**config.mk**
```make
export PLATFORM = sky130hd
export DESIGN_NAME = demux_oht_pipe_flat
export DESIGN_NICKNAME = d
export VERILOG_FILES = /design/src/rtl/demux_oht_pipe_if.sv /design/src/rtl/demux_oht_pipe.sv /design/src/flat_wrapper.sv
export SDC_FILE = /design/constraint.sdc
export NUM_CORES = 1
export LEC_CHECK = 0
export BUFFER_PORTS_ARGS = -buffer_cell sky130_fd_sc_hd__buf_2
export CAP_MARGIN = 20
export CORE_UTILIZATION = 30
export DETAILED_ROUTE_END_ITERATION = 16
export PLACE_DENSITY = 0.51
export REMOVE_ABC_BUFFERS = 1
export SYNTH_ARGS = -nofsm -noshare
export SYNTH_HDL_FRONTEND = slang
export SYNTH_SLANG_ARGS = --single-unit
```
**constraint.sdc**
```tcl
create_clock -name clk -period 1.9 [get_ports clk]
set_clock_uncertainty 0.05 [all_clocks]
set_input_delay 0.095 -clock clk [delete_from_list [all_inputs] [get_ports clk]]
set_output_delay 0.095 -clock clk [all_outputs]
set_load 0.01 [all_outputs]
```
**src/rtl/demux_oht_pipe_if.sv**
```systemverilog
// Stream bundle for the one-hot demultiplexer: one input stream carrying a
// one-hot destination select, and WIDTH independent output channels.
// master = the surrounding logic that feeds and drains the demux,
// slave  = the demux itself.
interface demux_oht_pipe_if #(
  parameter type DAT_T = logic [8-1:0],
  parameter int  WIDTH = 4
);
  logic             s_vld;
  logic             s_rdy;
  logic [WIDTH-1:0] s_oht;
  DAT_T             s_dat;
  logic [WIDTH-1:0] m_vld;
  logic [WIDTH-1:0] m_rdy;
  DAT_T             m_dat [WIDTH-1:0];

  modport master (
    output s_vld, s_oht, s_dat, m_rdy,
    input  s_rdy, m_vld, m_dat
  );

  modport slave (
    input  s_vld, s_oht, s_dat, m_rdy,
    output s_rdy, m_vld, m_dat
  );
endinterface

```
**src/rtl/demux_oht_pipe.sv**
```systemverilog
// One-hot-addressed stream demultiplexer. Each accepted input transfer is
// written into the one-entry output register of the channel picked by s_oht.
// Selects that are not one-hot are accepted, dropped, flagged on err for one
// cycle and counted in a saturating counter. Only s_rdy is combinational
// (from s_oht and m_rdy); every other output comes straight from a register.
module demux_oht_pipe #(
  parameter type DAT_T = logic [8-1:0],
  parameter int  WIDTH = 4,
  parameter int  CNT_W = 8
) (
  input  logic             clk,
  input  logic             rst,
  demux_oht_pipe_if.slave  bus,
  output logic             err,
  output logic [CNT_W-1:0] cnt
);

  logic             sel_ok;
  logic [WIDTH-1:0] chan_free;
  logic             s_rdy_w;
  logic             s_fire;
  logic [WIDTH-1:0] load;
  logic             drop;

  logic [WIDTH-1:0] m_vld_reg;
  DAT_T             m_dat_reg [WIDTH-1:0];
  logic             err_reg;
  logic [CNT_W-1:0] cnt_reg;

  assign sel_ok = $onehot(bus.s_oht);

  // A channel can take a new item if it is empty or its current item leaves
  // this cycle; passing m_rdy through keeps each channel at full throughput.
  assign chan_free = ~m_vld_reg | bus.m_rdy;

  // Bad selects never stall the input: they are swallowed immediately.
  assign s_rdy_w = sel_ok ? |(bus.s_oht & chan_free) : 1'b1;
  assign s_fire  = bus.s_vld & s_rdy_w;
  assign load    = (s_fire && sel_ok) ? bus.s_oht : '0;
  assign drop    = s_fire & ~sel_ok;

  // Per-channel output slot: a load takes priority over the drain so that a
  // simultaneous leave+arrive keeps the slot full with the new item.
  always_ff @(posedge clk or posedge rst) begin
    if (rst) begin
      m_vld_reg <= '0;
      for (int i = 0; i < WIDTH; i++) begin
        m_dat_reg[i] <= '0;
      end
    end else begin
      for (int i = 0; i < WIDTH; i++) begin
        if (load[i]) begin
          m_vld_reg[i] <= 1'b1;
          m_dat_reg[i] <= bus.s_dat;
        end else if (bus.m_rdy[i]) begin
          m_vld_reg[i] <= 1'b0;
        end
      end
    end
  end

  // Discard reporting: one-cycle pulse plus a counter that sticks at all-ones.
  always_ff @(posedge clk or posedge rst) begin
    if (rst) begin
      err_reg <= 1'b0;
      cnt_reg <= '0;
    end else begin
      err_reg <= drop;
      if (drop && (cnt_reg != {CNT_W{1'b1}})) begin
        cnt_reg <= cnt_reg + CNT_W'(1);
      end
    end
  end

  assign bus.s_rdy = s_rdy_w;
  assign bus.m_vld = m_vld_reg;
  assign err       = err_reg;
  assign cnt       = cnt_reg;

  genvar gi;
  generate
    for (gi = 0; gi < WIDTH; gi++) begin : g_out
      assign bus.m_dat[gi] = m_dat_reg[gi];
    end
  endgenerate

endmodule

```
**src/flat_wrapper.sv**
```systemverilog
// flat-port wrapper written by rule: the top's interface ports become plain ports
module demux_oht_pipe_flat 
#(
  parameter type DAT_T = logic [8-1:0],
  parameter int  WIDTH = 4,
  parameter int  CNT_W = 8
)
  (clk, rst, err, cnt, bus_s_vld, bus_s_oht, bus_s_dat, bus_m_rdy, bus_s_rdy, bus_m_vld, bus_m_dat);
  demux_oht_pipe_if #(.DAT_T(DAT_T), .WIDTH(WIDTH)) bus_i ();
  input  logic clk;
  input  logic rst;
  output logic err;
  output logic [CNT_W-1:0] cnt;
  input wire logic [$bits(bus_i.s_vld)-1:0] bus_s_vld;
  input wire logic [$bits(bus_i.s_oht)-1:0] bus_s_oht;
  input wire logic [$bits(bus_i.s_dat)-1:0] bus_s_dat;
  input wire logic [$bits(bus_i.m_rdy)-1:0] bus_m_rdy;
  output wire logic [$bits(bus_i.s_rdy)-1:0] bus_s_rdy;
  output wire logic [$bits(bus_i.m_vld)-1:0] bus_m_vld;
  output wire logic [$bits(bus_i.m_dat)-1:0] bus_m_dat;
  assign bus_i.s_vld = bus_s_vld;
  assign bus_i.s_oht = bus_s_oht;
  assign bus_i.s_dat = bus_s_dat;
  assign bus_i.m_rdy = bus_m_rdy;
  assign bus_s_rdy = bus_i.s_rdy;
  assign bus_m_vld = bus_i.m_vld;
  assign bus_m_dat = {>>{bus_i.m_dat}};
  demux_oht_pipe #(.DAT_T(DAT_T), .WIDTH(WIDTH), .CNT_W(CNT_W)) u_core (.clk(clk), .rst(rst), .bus(bus_i), .err(err), .cnt(cnt));
endmodule
```
==> flow_metrics.env, run 1 <==
export IMPL_synth_largest_area_cell="dfrtp_1"
export IMPL_synthMuxAreaShare_pct=25.5
export IMPL_critPathArrivalTime_ps=2100
export IMPL_grt_max_degree=20
export IMPL_io_pins=65
export IMPL_finalSetupViolCount=34
export IMPL_syn_inst=129
export IMPL_grt_util_all_layers_pct=13.5
export IMPL_cp_slowest_cell="fa_1"
export IMPL_netlist_area_leader_share_pct=54.8
export IMPL_min_from="bus_m_rdy[1]"
export IMPL_cp_required_ps=2040
export IMPL_clkSlewWorstSetupHoldPaths_ps=90
export IMPL_cp_startpoint="bus_s_oht[0]"
export IMPL_power_leakage_nw=1.44
export IMPL_fin_ws_ps=-66.4
export IMPL_synth_warnings=0
export IMPL_dieHeight_um=84.7
export IMPL_die_x_um=84.7
export IMPL_drc_errors=0
export IMPL_numPlacedInstances=292
export IMPL_grt_pass1_vias=1415
export IMPL_critPathMaxStageDelay_ps=450
export IMPL_rsz0062_at_grt="yes"
export IMPL_yosysSeqAreaShare_pct=54.8
export IMPL_r2r_start="u_core.bus.m_vld[0]"
export IMPL_port_buffers=64
export IMPL_fin_cells=305
export IMPL_fmax_mhz=509
export IMPL_gp_congestion=0.724
export IMPL_core_mm2=0.00649
export IMPL_fillers=583
export IMPL_ir_drop_uv=682
export IMPL_crit_top_cell="ha_4"
export IMPL_synth_compound_area_share_pct=5.97
export IMPL_placementRows=29
export IMPL_relSlewSlack_pct=75.5
export IMPL_yosysUniqueCellTypes=21
export IMPL_crit_path_end_kind="register"
export IMPL_layout_common_cells="60 x buf_2, 45 x dfrtp_1, 32 x mux2_4, 20 x buf_4"
export IMPL_synthAdderAreaFrac_pct=3.41
export IMPL_largest_reg_flops=32
export IMPL_period_minus_slack_ps=1970
export IMPL_final_hold_viol_count=0
export IMPL_post_route_period_util_pct=103
export IMPL_ys_ff_latch=45
export IMPL_ant_nets=0
export IMPL_start_kind="primary input"
export IMPL_grt_overflow_total=0
export IMPL_drive_above_1_share_pct=65.8
export IMPL_vias=1374
export IMPL_yosys_area_share_simple_pct=7.98
export IMPL_status="finished, violations left"
export IMPL_synth_area_mm2=0.00205
export IMPL_crit_end="u_core.bus.m_dat[10]"
export IMPL_die_area_mm2=0.00718
export IMPL_clk_latency_ps=300
export IMPL_cts_root_buffer="clkbuf_8"
export IMPL_netlist_top_cells_area="dfrtp_1 55%, mux2_4 23%, a21oi_4 3.2%, ha_1 2.4%, a22oi_4 2.1%"
export IMPL_routedWlPerCell_um=15.0
export IMPL_critPathMaxFanout=5
export IMPL_power_density_mw_per_mm2=1350
export IMPL_fin_nets=251
export IMPL_initial_core_util_pct=31.6
export IMPL_cts_tree="yes"
export IMPL_rrSetupSlack_ps=310
export IMPL_path_cells="buf_8, ha_4, ha_4, fa_1, and4bb_4, nand2_2, a21oi_4, buf_6, mux2_4"
export IMPL_synth_top_family_by_area="multiplexers"
export IMPL_dr_pass1_iters=13
export IMPL_final_common_cell="buf_2"
export IMPL_r2r_cells=5
export IMPL_violations="negative setup slack"
export IMPL_n_antenna_cell=0
export IMPL_h_tree_depth=2
export IMPL_drt_initial_drc_count=40
export IMPL_hpwlAfterDp_um=3320
export IMPL_regToRegEndpoint="u_core.bus.m_dat[4]"
export IMPL_routed_wl_um=4560
export IMPL_worst_hold_path_type="in2reg"
export IMPL_drv_cap=0
export IMPL_numCtsBuffers=5
export IMPL_grt_first_pass_wirelength_um=7400
export IMPL_antenna_found_initial=0
export IMPL_worst_pin_slew_ps=368
export IMPL_path_class="in2reg"
export IMPL_areaGrowthSynthToFinish_pct=42.0
export IMPL_slew_violations=0
export IMPL_synth_area_per_cell_um2=15.9
export IMPL_routed_via_density=4.50
export IMPL_yosys_area_share_xor_xnor_pct=1.71
export IMPL_cts_sinks=45
export IMPL_cts_buffer_depth=2
export IMPL_power_total_mw=3.93
-- synth_stat cells --
master	n
a21oi_4	4
a22oi_4	2
a311oi_2	1
and3_1	3
and4bb_2	1
dfrtp_1	45
fa_1	1
ha_1	4
inv_1	3
mux2_2	3
mux2_4	32
mux2i_1	1
nand2_1	10
nand2b_1	5
nand2b_4	1
nand3_1	2
nand4_1	4
nor2_1	2
nor3b_1	1
xnor2_1	3
xor2_1	1
-- repair_timing --
item	in CTS	in global routing
gates resized for setup	17	7
setup endpoints to repair	39	40
buffers inserted	4	0
hold endpoints to repair	10	0
pin swaps	8	4
hold buffers	1	0
-- per-stage QoR --
step / hold slack (ps) / setup WS [ps] / setup TNS [ps] / util [%] / instance area (um^2)
global route: 19.0 / -111 / -3360 / 44.9 / 2920
floorplan: 193 / -325 / -10960 / - / 2050
CTS: 12.7 / -101 / -2440 / 44.4 / 2880
finish: 16.3 / -66.4 / -1600 / 44.9 / 2920
detailed placement: 7.26 / -516 / -19000 / 41.0 / 2660
global placement: 9.92 / -490 / -18010 / 41.0 / 2660
-- kinds of logic after synthesis --
family | after synthesis
compound gates | 7
xor+xnor | 4
fa+ha+maj | 5
buf+inv | 3
flops | 45
mux | 36
simple gates | 29
-- report_power, final --
| group | internal (mW) | switching, mW |
|---|---|---|
| Sequential | 1.39 | 0.276 |
| Combinational | 0.950 | 0.681 |
| Clock | 0.295 | 0.342 |
-- area by class of cell --
| cell class | count | area, um^2 | share of cell area (%) |
|---|---|---|---|
| Clock inverter | 2 | 13.8 | 0.472 |
| Sequential cell | 45 | 1130 | 38.6 |
| Inverter | 3 | 11.3 | 0.386 |
| Timing Repair Buffer | 91 | 602 | 20.6 |
| Multi-Input combinational cell | 81 | 983 | 33.7 |
| Tap cell | 77 | 96.3 | 3.30 |
| Clock buffer | 6 | 82.6 | 2.83 |
-- metal layers --
layer	up-vias	routed length, um	part of all wire (%)	track usage, %
met5	-	0	0	0
met4	0	40	0.88	3.24
met3	6	329	7.2	5.21
met2	46	2130	47	21.6
met1	670	2060	45	17.2
li1	652	-	-	-
-- critical path: cells and delay by family --
family                   cells  cell delay [ps]
AO/OA/AOI/OAI                1              140
AND/OR/NAND/NOR              2              470
buffers and inverters        2              260
adder cells (fa/ha/maj)      3              830
multiplexers                 1              300
-- how the worst min path moves through the flow --
stage                                 endpoint  slack [ps]  depth (start not counted)
after floorplan            u_core.bus.m_dat[0]         190                          1
after global placement           u_core.cnt[6]          10                          2
after detailed placement            u_core.err           7                          2
after CTS                  u_core.bus.m_vld[1]          10                          3
after global routing      u_core.bus.m_dat[26]          20                          2
final                      u_core.bus.m_vld[1]          20                          3
Power figures use the tool's default switching activity.
==> run 2, diff against run 1 <==
Settings changed: REMOVE_ABC_BUFFERS 1 to unset.
==> flow_metrics.env, run 2 (synthesis results as in run 1) <==
export IMPL_setup_tns_ps=-1750
export IMPL_rsz0062_at_grt="yes"
export IMPL_grt_first_pass_wirelength_um=7470
export IMPL_violations="negative setup slack"
export IMPL_cts_buffer_depth=2
export IMPL_die_area_mm2=0.00718
export IMPL_io_pins=65
export IMPL_routed_via_density=4.60
export IMPL_post_route_period_util_pct=104
export IMPL_grt_util_all_layers_pct=13.6
export IMPL_core_mm2=0.00649
export IMPL_fmax_mhz=507
export IMPL_crit_path_end_kind="register"
export IMPL_fin_nets=246
export IMPL_period_minus_slack_ps=1970
export IMPL_vias=1381
export IMPL_start_kind="primary input"
export IMPL_layout_common_cells="60 x buf_2, 45 x dfrtp_1, 32 x mux2_4, 16 x buf_4, 6 x nand2_1"
export IMPL_grt_max_degree=22
export IMPL_grt_overflow_total=0
export IMPL_drt_initial_drc_count=55
export IMPL_ir_drop_uv=721
export IMPL_grt_pass1_vias=1456
export IMPL_p_sw_share_pct=33.6
export IMPL_rrSetupSlack_ps=290
export IMPL_drive_above_1_share_pct=65.9
export IMPL_cp_required_ps=2040
export IMPL_cts_tree="yes"
export IMPL_cts_sinks=45
export IMPL_gp_congestion=0.756
export IMPL_critPathArrivalTime_ps=2110
export IMPL_critPathMaxFanout=8
export IMPL_finalSetupViolCount=32
export IMPL_p_switching_mw=1.31
export IMPL_cts_root_buffer="clkbuf_8"
export IMPL_die_x_um=84.7
export IMPL_p_comb_share_pct=41.3
export IMPL_drv_cap=0
export IMPL_placed_area_mm2=0.00268
export IMPL_slew_violations=0
export IMPL_power_frac_seq_pct=43.1
export IMPL_initial_core_util_pct=31.6
export IMPL_status="finished, violations left"
export IMPL_final_hold_viol_count=0
export IMPL_drc_errors=0
export IMPL_syn_nets=153
export IMPL_fin_area_mm2=0.00288
export IMPL_n_antenna_cell=0
export IMPL_power_total_mw=3.90
export IMPL_worst_pin_slew_ps=436
export IMPL_power_share_clock_pct=15.6
export IMPL_power_leakage_nw=1.44
export IMPL_power_density_mw_per_mm2=1350
export IMPL_clkSlewWorstSetupHoldPaths_ps=90
export IMPL_dr_pass1_iters=13
export IMPL_dieHeight_um=84.7
export IMPL_routedWlPerCell_um=14.8
export IMPL_port_buffers=64
export IMPL_antenna_found_initial=0
export IMPL_largest_reg_flops=32
export IMPL_worst_hold_path_type="in2reg"
export IMPL_relSlewSlack_pct=70.9
export IMPL_hpwlAfterDp_um=3210
export IMPL_ant_nets=0
export IMPL_clk_latency_ps=300
export IMPL_numCtsBuffers=5
export IMPL_placementRows=29
export IMPL_routed_wl_um=4430
export IMPL_path_class="in2reg"
export IMPL_final_common_cell="buf_2"
export IMPL_intPower_mw=2.59
export IMPL_pre_cts_ws_ps=-456
export IMPL_areaGrowthSynthToFinish_pct=40.5
export IMPL_fin_ws_ps=-74.3
export IMPL_h_tree_depth=2
-- run 2: area by class of cell --
type / count / area [um^2]
Inverter: 3 / 11.3
Clock buffer: 5 / 68.8
Timing Repair Buffer: 86 / 566
Tap cell: 77 / 96.3
Sequential cell: 45 / 1130
Multi-Input combinational cell: 81 / 995
Clock inverter: 3 / 21.3
Fill cell: 619 / 3610
-- run 2: final timing paths --
kind / start / endpoint / depth (start not counted)
min: bus_m_rdy[1] / u_core.bus.m_vld[1] / 3
min reg2reg: u_core.bus.m_dat[28] / u_core.bus.m_dat[28] / 1
max reg2reg: u_core.cnt[0] / u_core.cnt[1] / 4
max: bus_s_oht[2] / u_core.bus.m_dat[28] / 9
min in group asynchronous: rst / u_core.cnt[3] / 3
max in group asynchronous: rst / u_core.bus.m_dat[30] / 4
-- run 2: per-stage QoR --
stage                     hold slack (ps)  std cells  utilization, %
after global routing                 15.7        300            44.4
final                                18.6        300            44.4
after floorplan                       191        129               -
after global placement               84.8        286            41.2
after detailed placement             83.7        286            41.2
after CTS                            14.0        299            44.0
-- run 2: critical path, stage by stage --
cell	delay, ps
buf_8	100
ha_4	230
ha_4	150
fa_1	440
and4bb_4	410
nand2_4	70
a21oi_4	140
buf_12	160
mux2_4	300
-- run 2: power by group through the flow --
stage / registers (mW) / logic, mW / clock network (mW)
6_report: 1.68 / 1.61 / 0.609
5_1_grt: 1.74 / 1.74 / 0.679
4_1_cts: 1.68 / 1.62 / 0.633
3_5_place_dp: 1.69 / 1.59 / 0
3_3_place_gp: 1.70 / 1.57 / 0
2_1_floorplan: 1.87 / 0.747 / 0
-- run 2: routing by layer --
| metal | global-route usage (%) | vias up | routed length (um) |
|---|---|---|---|
| li1 | - | 648 | - |
| met2 | 20.7 | 43 | 2010 |
| met5 | 0 | - | 0 |
| met1 | 18.2 | 686 | 2060 |
| met4 | 2.31 | 0 | 32 |
| met3 | 5.90 | 4 | 326 |
-- run 2: repair_timing --
item / CTS / global route
hold endpoints to repair: 19 / 0
pin swaps: 6 / 3
buffers inserted: 4 / 1
gates resized for setup: 12 / 5
hold buffers: 1 / 0
endpoints found under the setup margin: 32 / 32
==> run 3, diff against run 2 <==
Settings changed: SKIP_LAST_GASP set to 1.
==> flow_metrics.env, run 3 (synthesis results as in run 1) <==
export IMPL_status="finished, violations left"
export IMPL_violations="negative setup slack"
export IMPL_dr_pass1_iters=13
export IMPL_power_density_mw_per_mm2=1360
export IMPL_p_sw_share_pct=33.6
export IMPL_drt_initial_drc_count=56
export IMPL_drc_errors=0
export IMPL_relSlewSlack_pct=70.9
export IMPL_grt_max_degree=22
export IMPL_hpwlAfterDp_um=3210
export IMPL_cts_root_buffer="clkbuf_8"
export IMPL_layout_common_cells="60 x buf_2, 45 x dfrtp_1, 32 x mux2_4, 16 x buf_4, 6 x nand2_1"
export IMPL_cts_tree="yes"
export IMPL_numCtsBuffers=5
export IMPL_initial_core_util_pct=31.6
export IMPL_drv_cap=0
export IMPL_power_leakage_nw=1.43
export IMPL_die_area_mm2=0.00718
export IMPL_critPathMaxFanout=8
export IMPL_die_x_um=84.7
export IMPL_worst_hold_path_type="in2reg"
export IMPL_final_util_pct=44.3
export IMPL_ant_nets=0
export IMPL_gp_congestion=0.756
export IMPL_io_pins=65
export IMPL_fin_area_mm2=0.00288
export IMPL_setup_tns_ps=-1750
export IMPL_cts_buffer_depth=2
export IMPL_clkSlewWorstSetupHoldPaths_ps=90
export IMPL_post_route_period_util_pct=104
export IMPL_grt_util_all_layers_pct=13.6
export IMPL_path_class="in2reg"
export IMPL_cts_sinks=45
export IMPL_grt_first_pass_wirelength_um=7470
export IMPL_dieHeight_um=84.7
export IMPL_syn_nets=153
export IMPL_clk_latency_ps=300
export IMPL_whs_ps=18.0
export IMPL_rsz0062_at_grt="yes"
export IMPL_p_comb_share_pct=41.2
export IMPL_critPathArrivalTime_ps=2110
export IMPL_fin_ws_ps=-74.2
export IMPL_routed_via_density=4.60
export IMPL_power_share_clock_pct=15.6
export IMPL_fmax_mhz=507
export IMPL_placed_area_mm2=0.00268
export IMPL_routedWlPerCell_um=14.8
export IMPL_p_switching_mw=1.31
export IMPL_pre_cts_ws_ps=-456
export IMPL_cp_required_ps=2040
export IMPL_vias=1379
export IMPL_areaGrowthSynthToFinish_pct=40.1
export IMPL_intPower_mw=2.59
export IMPL_routed_wl_um=4440
export IMPL_crit_path_end_kind="register"
export IMPL_final_hold_viol_count=0
export IMPL_core_mm2=0.00649
export IMPL_period_minus_slack_ps=1970
export IMPL_port_buffers=64
export IMPL_drive_above_1_share_pct=65.0
export IMPL_h_tree_depth=2
export IMPL_placementRows=29
export IMPL_fillers=621
export IMPL_fin_nets=246
export IMPL_antenna_found_initial=0
export IMPL_worst_pin_slew_ps=436
export IMPL_n_antenna_cell=0
export IMPL_start_kind="primary input"
export IMPL_slew_violations=0
export IMPL_power_frac_seq_pct=43.1
export IMPL_grt_pass1_vias=1456
export IMPL_ir_drop_uv=721
export IMPL_finalSetupViolCount=32
export IMPL_final_common_cell="buf_2"
export IMPL_grt_overflow_total=0
export IMPL_largest_reg_flops=32
==> run 3: power by group through the flow <==
stage                     registers, mW  logic (mW)  clock network, mW
final                              1.68        1.61              0.610
after global routing               1.74        1.73              0.679
after CTS                          1.68        1.62              0.633
after detailed placement           1.69        1.59                  0
after global placement             1.70        1.57                  0
after floorplan                    1.87       0.747                  0
==> run 3: final timing paths <==
kind	cells after the start	startpoint	slack [ps]	end
hold reg to reg	1	u_core.bus.m_dat[28]	460	u_core.bus.m_dat[28]
setup / recovery	9	bus_s_oht[2]	-70	u_core.bus.m_dat[28]
min in group asynchronous	3	rst	280	u_core.cnt[3]
hold / removal	3	bus_m_rdy[1]	20	u_core.bus.m_vld[1]
max in group asynchronous	4	rst	960	u_core.bus.m_dat[30]
setup reg to reg	4	u_core.cnt[0]	290	u_core.cnt[1]
==> run 3: routing by layer <==
layer / track usage, % / share of wire, % / up-vias
li1: - / - / 648
met1: 18.2 / 47 / 684
met2: 20.7 / 45 / 43
met3: 5.90 / 7.3 / 4
met4: 2.31 / 0.72 / 0
met5: 0 / 0 / -
==> run 3: final cells by class <==
class	instances	area, um^2	area share (%)
flip-flops and latches	45	1130	39.1
inverters	3	11.3	0.391
well taps	77	96.3	3.35
clock buffers	5	68.8	2.39
multi-input cells	81	987	34.3
repair buffers	86	566	19.7
clock inverters	3	21.3	0.739
==> run 3: worst max-delay path, cell delays in order <==
cell and delay, ps:
buf_8 100, ha_4 230, ha_4 150, fa_1 440
and4bb_4 410, nand2_4 70, a21oi_4 140, buf_12 160
mux2_4 300
==> run 3: what timing repair did <==
item,in CTS,in global routing
hold buffers,1,0
buffers inserted,4,1
gates resized for setup,12,3
endpoints found under the setup margin,32,32
pin swaps,6,2
endpoints found under the hold margin,19,0
==> run 3: stage by stage <==
stage                     cells  total power, mW
after floorplan             129             2.61
after global placement      286             3.27
after detailed placement    286             3.28
after CTS                   299             3.94
after global routing        300             4.15
final                       300             3.90
